==> config.mk <==
export PLATFORM = sky130hd
export DESIGN_NAME = adder_pipe_nbit
export DESIGN_NICKNAME = d
export VERILOG_FILES = /design/src/rtl/adder_pkg.sv /design/src/rtl/adder_pipe_stage.sv /design/src/rtl/adder_pipe_nbit.sv
export SDC_FILE = /design/constraint.sdc
export NUM_CORES = 1
export LEC_CHECK = 0
export CAP_MARGIN = 10
export CELL_PAD_IN_SITES_DETAIL_PLACEMENT = 0
export CELL_PAD_IN_SITES_GLOBAL_PLACEMENT = 1
export CORE_MARGIN = 1
export CORE_UTILIZATION = 44
export CTS_BUF_LIST = sky130_fd_sc_hd__clkbuf_2 sky130_fd_sc_hd__clkbuf_4 sky130_fd_sc_hd__clkbuf_8
export DETAILED_ROUTE_END_ITERATION = 10
export HOLD_SLACK_MARGIN = 0.03
export PLACE_DENSITY_LB_ADDON = 0.25
export SYNTH_ARGS = -nofsm -noshare
export SYNTH_HDL_FRONTEND = slang
export SYNTH_HIERARCHICAL = 1
export SYNTH_SLANG_ARGS = --single-unit
==> constraint.sdc <==
create_clock -name clk -period 4.22 [get_ports clk]
set_input_delay 0.422 -clock clk [delete_from_list [all_inputs] [get_ports clk]]
set_output_delay 0.422 -clock clk [all_outputs]
set_load 0.02 [all_outputs]
==> src/rtl/adder_pkg.sv <==
// Shared constants and sizing helper for the pipelined adder.
package adder_pkg;

  localparam int ADDER_WIDTH_DEF  = 16;
  localparam int ADDER_STAGES_DEF = 2;

  function automatic int chunk_width(input int width, input int stages);
    if (stages < 1) return width;
    return width / stages;
  endfunction

endpackage

==> src/rtl/adder_pipe_stage.sv <==
// One registered carry slice: adds two CHUNK-bit operand slices plus a carry,
// holding sum, carry out and the slot's valid flag while enable is low.
module adder_pipe_stage
  import adder_pkg::*;
#(
  parameter int CHUNK = chunk_width(ADDER_WIDTH_DEF, ADDER_STAGES_DEF)
) (
  input  logic             clk,
  input  logic             rst,
  input  logic             enable,
  input  logic             valid_in,
  input  logic [CHUNK-1:0] a_chunk,
  input  logic [CHUNK-1:0] b_chunk,
  input  logic             carry_in,
  output logic             valid_out,
  output logic [CHUNK-1:0] sum_chunk,
  output logic             carry_out
);

  logic           valid_q, valid_d;
  logic [CHUNK:0] slice_q, slice_d;

  always_comb begin
    valid_d = valid_in;
    slice_d = {1'b0, a_chunk} + {1'b0, b_chunk} + (CHUNK+1)'(carry_in);
  end

  always_ff @(posedge clk) begin
    if (rst) begin
      valid_q <= 1'b0;
      slice_q <= '0;
    end else if (enable) begin
      valid_q <= valid_d;
      slice_q <= slice_d;
    end
  end

  assign valid_out = valid_q;
  assign sum_chunk = slice_q[CHUNK-1:0];
  assign carry_out = slice_q[CHUNK];

endmodule

==> src/rtl/adder_pipe_nbit.sv <==
// Pipelined ripple-carry adder, one carry chunk per stage, valid/ready handshake.
// Define ADDER_PIPE_SATURATE_EN to clamp sum to all ones on final carry out.
module adder_pipe_nbit
  import adder_pkg::*;
#(
  parameter int WIDTH  = ADDER_WIDTH_DEF,
  parameter int STAGES = ADDER_STAGES_DEF
) (
  input  logic             clk,
  input  logic             rst,
  input  logic             in_valid,
  output logic             in_ready,
  input  logic [WIDTH-1:0] a,
  input  logic [WIDTH-1:0] b,
  input  logic             carry_in,
  output logic             out_valid,
  input  logic             out_ready,
  output logic [WIDTH-1:0] sum,
  output logic             overflow
);

  localparam int CHUNK = chunk_width(WIDTH, STAGES);
  localparam int NDLY  = (STAGES > 1) ? STAGES - 1 : 1;

  if ((STAGES < 1) || ((WIDTH % ((STAGES < 1) ? 1 : STAGES)) != 0)) begin : g_cfg_err
    $error("adder_pipe_nbit: STAGES must be >= 1 and divide WIDTH");
  end

  logic             adv;
  logic [WIDTH-1:0] a_in    [STAGES];
  logic [WIDTH-1:0] b_in    [STAGES];
  logic             cin_stg [STAGES];
  logic             vin_stg [STAGES];
  logic             valid_stg [STAGES];
  logic             carry_stg [STAGES];
  logic [CHUNK-1:0] chunk_stg [STAGES];
  logic [WIDTH-1:0] res_vec [STAGES];

  // Operands are pre-shifted so each stage always reads its slice at bit 0;
  // finished chunks enter res at the top and shift down one chunk per stage.
  logic [WIDTH-1:0] a_dly_q [NDLY], a_dly_d [NDLY];
  logic [WIDTH-1:0] b_dly_q [NDLY], b_dly_d [NDLY];
  logic [WIDTH-1:0] res_lo_q [NDLY], res_lo_d [NDLY];

  assign adv      = out_ready | ~out_valid;
  assign in_ready = adv;

  always_comb begin
    for (int k = 0; k < STAGES; k++) begin
      if (k == 0) begin
        a_in[k]    = a;
        b_in[k]    = b;
        cin_stg[k] = carry_in;
        vin_stg[k] = in_valid;
        res_vec[k] = '0;
      end else begin
        a_in[k]    = a_dly_q[(k > 0) ? k - 1 : 0];
        b_in[k]    = b_dly_q[(k > 0) ? k - 1 : 0];
        cin_stg[k] = carry_stg[(k > 0) ? k - 1 : 0];
        vin_stg[k] = valid_stg[(k > 0) ? k - 1 : 0];
        res_vec[k] = res_lo_q[(k > 0) ? k - 1 : 0];
      end
      res_vec[k][WIDTH-CHUNK +: CHUNK] = chunk_stg[k];
    end
    for (int d = 0; d < NDLY; d++) begin
      a_dly_d[d]  = a_in[d] >> CHUNK;
      b_dly_d[d]  = b_in[d] >> CHUNK;
      res_lo_d[d] = res_vec[d] >> CHUNK;
    end
  end

  always_ff @(posedge clk) begin
    if (rst) begin
      for (int d = 0; d < NDLY; d++) begin
        a_dly_q[d]  <= '0;
        b_dly_q[d]  <= '0;
        res_lo_q[d] <= '0;
      end
    end else if (adv) begin
      for (int d = 0; d < NDLY; d++) begin
        a_dly_q[d]  <= a_dly_d[d];
        b_dly_q[d]  <= b_dly_d[d];
        res_lo_q[d] <= res_lo_d[d];
      end
    end
  end

  for (genvar k = 0; k < STAGES; k++) begin : g_stage
    adder_pipe_stage #(.CHUNK(CHUNK)) u_stage (
      .clk       (clk),
      .rst       (rst),
      .enable    (adv),
      .valid_in  (vin_stg[k]),
      .a_chunk   (a_in[k][CHUNK-1:0]),
      .b_chunk   (b_in[k][CHUNK-1:0]),
      .carry_in  (cin_stg[k]),
      .valid_out (valid_stg[k]),
      .sum_chunk (chunk_stg[k]),
      .carry_out (carry_stg[k])
    );
  end

  assign out_valid = valid_stg[STAGES-1];
  assign overflow  = carry_stg[STAGES-1];

`ifdef ADDER_PIPE_SATURATE_EN
  assign sum = carry_stg[STAGES-1] ? {WIDTH{1'b1}} : res_vec[STAGES-1];
`else
  assign sum = res_vec[STAGES-1];
`endif

endmodule

==> results.toml, run 1 <==
[logic_synthesis]
synthAdderAreaFrac_pct = 10.5
yosys_register_bits = 44
yosysWarningCount = 6
syn_nets = 266
syn_inst = 211
avgSynthCellArea_um2 = 11.5
synth_area_leader_cell = "edfxtp_1"
synth_top_family_by_area = "simple AND/OR/NAND/NOR gates"
synth_xor_area_share_pct = 0.721
synth_edf_count = 24
yosysTopAreaCellShare_pct = 29.6
yosysSeqAreaShare_pct = 46.1
synth_ff_type = "edfxtp_1"
synth-simple-area-share_pct = 20.2
synth.cell_area_um2 = 2430
synth_common_cells = "edfxtp_1, dfxtp_1, nor3b_2"
synth.area.top_cells = "edfxtp_1, dfxtp_1, nor3b_2, ha_1, fa_1"
synth-compound-area-share_pct = 16.0
ys_types = 36
synthArstFlopShare_pct = 0
synth_most_common_cell = "edfxtp_1"
synth_mux_area_share_pct = 2.47

[critical_path]
timing.rr.start = "g_stage[1].u_stage/valid_out"
crit_path_end_kind = "output port"
rrSetupSlack_ns = 1.99
reg2reg_depth = 8
crit_top_cell = "clkdlybuf4s50_1"
critPathKind = "in2out"
arrival_ns = 2.25
crit_path_start = "out_ready"
worst-path-max-fanout = 26
critPathSlowestCell = "clkdlybuf4s50_1"
cp.required_ns = 3.80
cp_cell_sequence = "clkdlybuf4s50_1 -> nor2b_4 -> buf_4 -> inv_1 -> clkdlybuf4s50_1"
r2r-end = "g_stage[0].u_stage/slice_q[7]"
max_stage_delay_ns = 0.61
start_kind = "input pin"
crit_end = "in_ready"

[die]
fp.dieH_um = 76.3
row_count = 26
die_x_um = 76.3
coreArea_um2 = 5200
initial_core_util_pct = 46.7
die_area_um2 = 5830
ioPinCount = 56

[global_routing]
grt_pass1_wl_um = 7920
grt_max_degree = 50
overflow = 0
antenna_found_initial = 0
grt_pass1_vias = 1733
grt_usage_pct = 16.9

[sta]
setup_viol = 0
fin_ws_ns = 1.55
setup_tns_ns = 0
fin_crit_ns = 2.67
slew_viol_final = 0
slew_headroom_pct = 26.6
fin_skew_ns = 0.00537
max_clock_freq_mhz = 375
rsz0062_at_grt = "no"
fin_crit_sh_pct = 63.2
hold_viol = 0
worst_slew_pin_slew_ns = 1.10

[clock_network]
cts_resized = 0
cts_max_level = 2
cts_tree = "yes"
clk_latency_ns = 0.29
post_cts_buffers = 0
hold_buffers = 0
clk_pin_slew_worst_paths_ns = 0.08
numCtsBuffers = 5
clockBufferDepth = 2
clockRootBuffer = "clkbuf_8"
clock_sinks = 44

[drt]
num_vias = 1780
wl_um = 4490
dr.first_iter.drc_count = 74
postRouteAntennaNets = 0
vias_per_cell = 5.28
wl_per_cell_um = 13.3
first_pass_iters = 4
drcViolationCount = 0

[layout]
fillCellCount = 450
drive_gt1_share_pct = 15.7
multi_input_area_um2 = 1210
seq_area_um2 = 1120
fin_area_um2 = 3100
area_delta_synth_final_pct = 27.6
nNetsFinal = 321
final_cells = 337
diodes = 0

[placement]
dp_cells = 329
pre_cts_slack_ns = 1.52
dpl_cell_area_um2 = 3010
port_buffers = 55
place.gp.congestion = 0.793
hpwl_um = 3180

[run_status]
outcome = "finished clean"

[power_and_ir_drop]
power_density_nw_per_um2 = 325
cellLeakagePower_nw = 1.24
peakVddDrop_v = 0.000218

[hold_path]
hp-class = "reg2reg"

[job]
cap_viol_max_count = 0
## through the flow
step / power [mW] / util, % / hold slack (ns)
finish: 1.01 / 59.6 / 0.461
global route: 1.06 / 59.6 / 0.489
CTS: 1.02 / 59.6 / 0.466
detailed placement: 0.749 / 57.9 / 0.455
global placement: 0.748 / 57.9 / 0.452
floorplan: 0.659 / - / 0.435
## metal layers
metal,up-vias,share of wire (%),global-route usage (%)
met3,0,5.0,5.27
li1,904,-,-
met4,0,0,2.88
met1,829,55,25.3
met5,-,0,0
met2,47,40,24.0
## how the worst min path moves through the flow
stage | start | to | slack, ns | cells past startpoint
after floorplan | g_stage[0].u_stage/slice_q[3] | g_stage[0].u_stage/slice_q[3] | 0.44 | 2
after global placement | g_stage[1].u_stage/slice_q[4] | g_stage[1].u_stage/slice_q[4] | 0.45 | 2
after detailed placement | g_stage[0].u_stage/slice_q[4] | g_stage[0].u_stage/slice_q[4] | 0.45 | 2
after CTS | g_stage[0].u_stage/slice_q[4] | g_stage[0].u_stage/slice_q[4] | 0.47 | 2
after global routing | g_stage[0].u_stage/slice_q[3] | g_stage[0].u_stage/slice_q[3] | 0.49 | 2
final | g_stage[0].u_stage/slice_q[4] | g_stage[0].u_stage/slice_q[4] | 0.46 | 2
## final cells by class
type / instances / share of cell area, %
inverter: 7 / 0.847
clock inverter: 1 / 0.161
tap: 70 / 2.82
clock buffer: 7 / 2.70
timing repair buffer: 58 / 18.3
sequential: 44 / 36.1
multi-input combinational: 150 / 39.0
## sequential cells by signal, indices dropped and copies added (netlist names)
register	count
g_stage.u_stage/slice_q	18
a_dly_q	8
b_dly_q	8
res_lo_q	8
g_stage.u_stage/valid_out	2
## power breakdown
part	total (mW)	switching, mW	internal (mW)
clock	0.268	0.138	0.129
combinational	0.233	0.110	0.122
sequential	0.507	0.0168	0.490
total	1.01	0.266	0.742
## worst max-delay path, delay by kind of cell
| kind | cells | cell delay (ns) |
|---|---|---|
| simple gates | 1 | 0.11 |
| buf+inv | 4 | 1.70 |
## layout by cell type (no fill, tap or decap), drive strengths merged
cell | Yosys | routed
nor2 | 16 | 16
o21a | 4 | 4
o21bai | 2 | 2
fa | 4 | 4
a21oi | 14 | 14
clkbuf | 2 | 7
nor3 | 6 | 6
clkinv | 2 | 3
mux2i | 6 | 6
clkdlybuf4s50 | 0 | 54
o311ai | 2 | 2
o211ai | 2 | 2
xnor2 | 2 | 2
buf | 8 | 4
a311o | 2 | 2
edfxtp | 24 | 24
a211o | 2 | 2
nor4 | 2 | 2
a21o | 2 | 2
nand2b | 1 | 1
nor2b | 1 | 1
a211oi | 8 | 8
nand3 | 8 | 8
nor3b | 24 | 24
o21ai | 12 | 12
dfxtp | 20 | 20
o41ai | 2 | 2
ha | 14 | 14
and3 | 2 | 2
o311a | 2 | 2
inv | 5 | 5
nand2 | 10 | 10
## cells by family after synthesis
logic type                 Yosys count
AOI/OAI and AO/OA                   54
xor gates and xnor gates             2
adders and majority gates           18
buffers and inverters               17
DFF                                 44
muxes                                6
and+or+nand+nor                     70
Power figures use the tool's default switching activity.
==> inputs of run 2 (changes only) <==
--- a/config.mk
+++ b/config.mk
@@ -9,7 +9,7 @@
 export CELL_PAD_IN_SITES_DETAIL_PLACEMENT = 0
 export CELL_PAD_IN_SITES_GLOBAL_PLACEMENT = 1
 export CORE_MARGIN = 1
-export CORE_UTILIZATION = 44
+export CORE_UTILIZATION = 41
 export CTS_BUF_LIST = sky130_fd_sc_hd__clkbuf_2 sky130_fd_sc_hd__clkbuf_4 sky130_fd_sc_hd__clkbuf_8
 export DETAILED_ROUTE_END_ITERATION = 10
 export HOLD_SLACK_MARGIN = 0.03
==> constraint.sdc (replaced) <==
create_clock -name clk -period 2.55 [get_ports clk]
set_input_delay 0.255 -clock clk [delete_from_list [all_inputs] [get_ports clk]]
set_output_delay 0.255 -clock clk [all_outputs]
set_load 0.02 [all_outputs]
==> run 2 against run 1 <==
  * Non-clock buffer count increased by 3
  * Cell count increased by 1.5%
  * Hold slack got worse by 0.032 ns
  * Clock-buffer cell count decreased by 1
  * Utilization decreased by 3.9 points
  * Flip-flop and latch count unchanged
  * Design area increased by 0.77%
  * Combinational power increased by 65%
  * Sequential power increased by 66%
==> results.toml, run 2 (synthesized netlist as in run 1, its figures left out) <==
[layout]
final_cell_mix = "clkdlybuf4s50_1, edfxtp_1, dfxtp_1"
fillCellCount = 527
layout_commonest_cell = "clkdlybuf4s50_1"
seq_area_um2 = 1120
top_register = "g_stage.u_stage/slice_q"
area_delta_synth_final_pct = 28.6
multi_input_area_um2 = 1210
diodes = 0
drive_gt1_share_pct = 16.3
nNetsFinal = 324
largest_register_ffs = 18

[hold_path]
hold_depth = 2
hp-class = "in2reg"
min-delay-start = "rst"

[drt]
first_pass_iters = 4
wl_um = 4660
postRouteAntennaNets = 0
drcViolationCount = 0
vias_per_cell = 5.08
wl_per_cell_um = 13.6
dr.first_iter.drc_count = 85
num_vias = 1739

[critical_path]
critPathKind = "in2reg"
crit_path_start = "carry_in"
critPathSlowestCell = "fa_1"
crit_path_end_kind = "register"
timing.rr.start = "b_dly_q[0][0]"
crit_top_cell = "fa_1"
reg2reg_depth = 6
cp_cell_sequence = "clkdlybuf4s50_1 -> fa_1 -> fa_1 -> a211oi_2 -> o21bai_1 -> a211oi_1 -> o41ai_1"
arrival_ns = 2.42
cp.required_ns = 2.72
start_kind = "input pin"
worst-path-max-fanout = 3
max_stage_delay_ns = 0.47

[sta]
hold_viol = 0
slew_viol_final = 0
fin_crit_sh_pct = 88.3
setup_tns_ns = 0
worst_slew_pin_slew_ns = 0.562
max_clock_freq_mhz = 444
rsz0062_at_grt = "no"
slew_headroom_pct = 62.6
fin_skew_ns = 0.00406
setup_viol = 0
fin_crit_ns = 2.25

[placement]
port_buffers = 55
place.gp.congestion = 0.787
hpwl_um = 3410

[clock_network]
post_cts_buffers = 0
hold_buffers = 0
numCtsBuffers = 5
clockBufferDepth = 2
cts_tree = "yes"
clk_pin_slew_worst_paths_ns = 0.08
clk_latency_ns = 0.30
clock_sinks = 44
clockRootBuffer = "clkbuf_8"
cts_max_level = 2
cts_resized = 0

[die]
die_x_um = 79.0
row_count = 27
die_area_um2 = 6240
fp.dieH_um = 79.0
ioPinCount = 56
initial_core_util_pct = 43.4
coreArea_um2 = 5610

[global_routing]
overflow = 0
antenna_found_initial = 0
grt_pass1_wl_um = 7920
grt_usage_pct = 16.5
grt_max_degree = 29
grt_pass1_vias = 1687

[power_and_ir_drop]
peakVddDrop_v = 0.000387
cellLeakagePower_nw = 1.24
power_density_nw_per_um2 = 531
p_total_mw = 1.66

[job]
cap_viol_max_count = 0

[run_status]
outcome = "finished clean"
[run 2: cell count changes in the layout (fill, tap and decap cells not counted), sizes merged]
cell,before,now
clkbuf,7,6
clkinvlp,0,1
buf,4,7
[run 2: area by class of cell]
class                           instances  area share, %
Clock buffer                            6           2.44
Clock inverter                          2          0.360
Inverter                                7          0.840
Multi-Input combinational cell        150           38.7
Sequential cell                        44           35.9
Tap cell                               72           2.88
Timing Repair Buffer                   61           18.9
[run 2: stage by stage]
| stage | area (um^2) | worst slack [ns] | util, % | hold slack (ns) | std cells |
|---|---|---|---|---|---|
| 2_1_floorplan | 2430 | 0.516 | - | 0.402 | 211 |
| 3_3_place_gp | 3040 | 0.0528 | 54.2 | 0.450 | 334 |
| 3_5_place_dp | 3040 | 0.0222 | 54.2 | 0.452 | 334 |
| 4_1_cts | 3130 | 0.325 | 55.8 | 0.422 | 342 |
| 5_1_grt | 3130 | 0.194 | 55.8 | 0.443 | 342 |
| 6_report | 3130 | 0.298 | 55.8 | 0.428 | 342 |
[run 2: power breakdown]
part | switching, mW | internal [mW] | total, mW | leakage [nW]
sequential | 0.0288 | 0.812 | 0.840 | 0.445
clock | 0.234 | 0.201 | 0.435 | 0.0423
combinational | 0.181 | 0.203 | 0.385 | 0.754
total | 0.445 | 1.22 | 1.66 | 1.24
[run 2: metal layers]
layer | global-route usage [%] | vias up | share of wire [%]
li1 | - | 908 | -
met1 | 23.7 | 788 | 52
met2 | 24.1 | 36 | 42
met3 | 3.68 | 7 | 4.1
met4 | 6.00 | 0 | 1.5
met5 | 0 | - | 0
[run 2: worst max-delay path, delay by kind of cell]
family                   cells  cell delay (ns)
adder cells (fa/ha/maj)      2             0.93
AO/OA/AOI/OAI                4             0.80
buffers and inverters        1             0.43
[run 2: worst paths after layout]
check | slack, ns | end
worst max-delay path | 0.30 | g_stage[0].u_stage/slice_q[6]
worst min register to register | 0.46 | g_stage[1].u_stage/slice_q[4]
worst min-delay path | 0.43 | g_stage[1].u_stage/slice_q[0]
worst max register to register | 0.41 | g_stage[1].u_stage/slice_q[6]
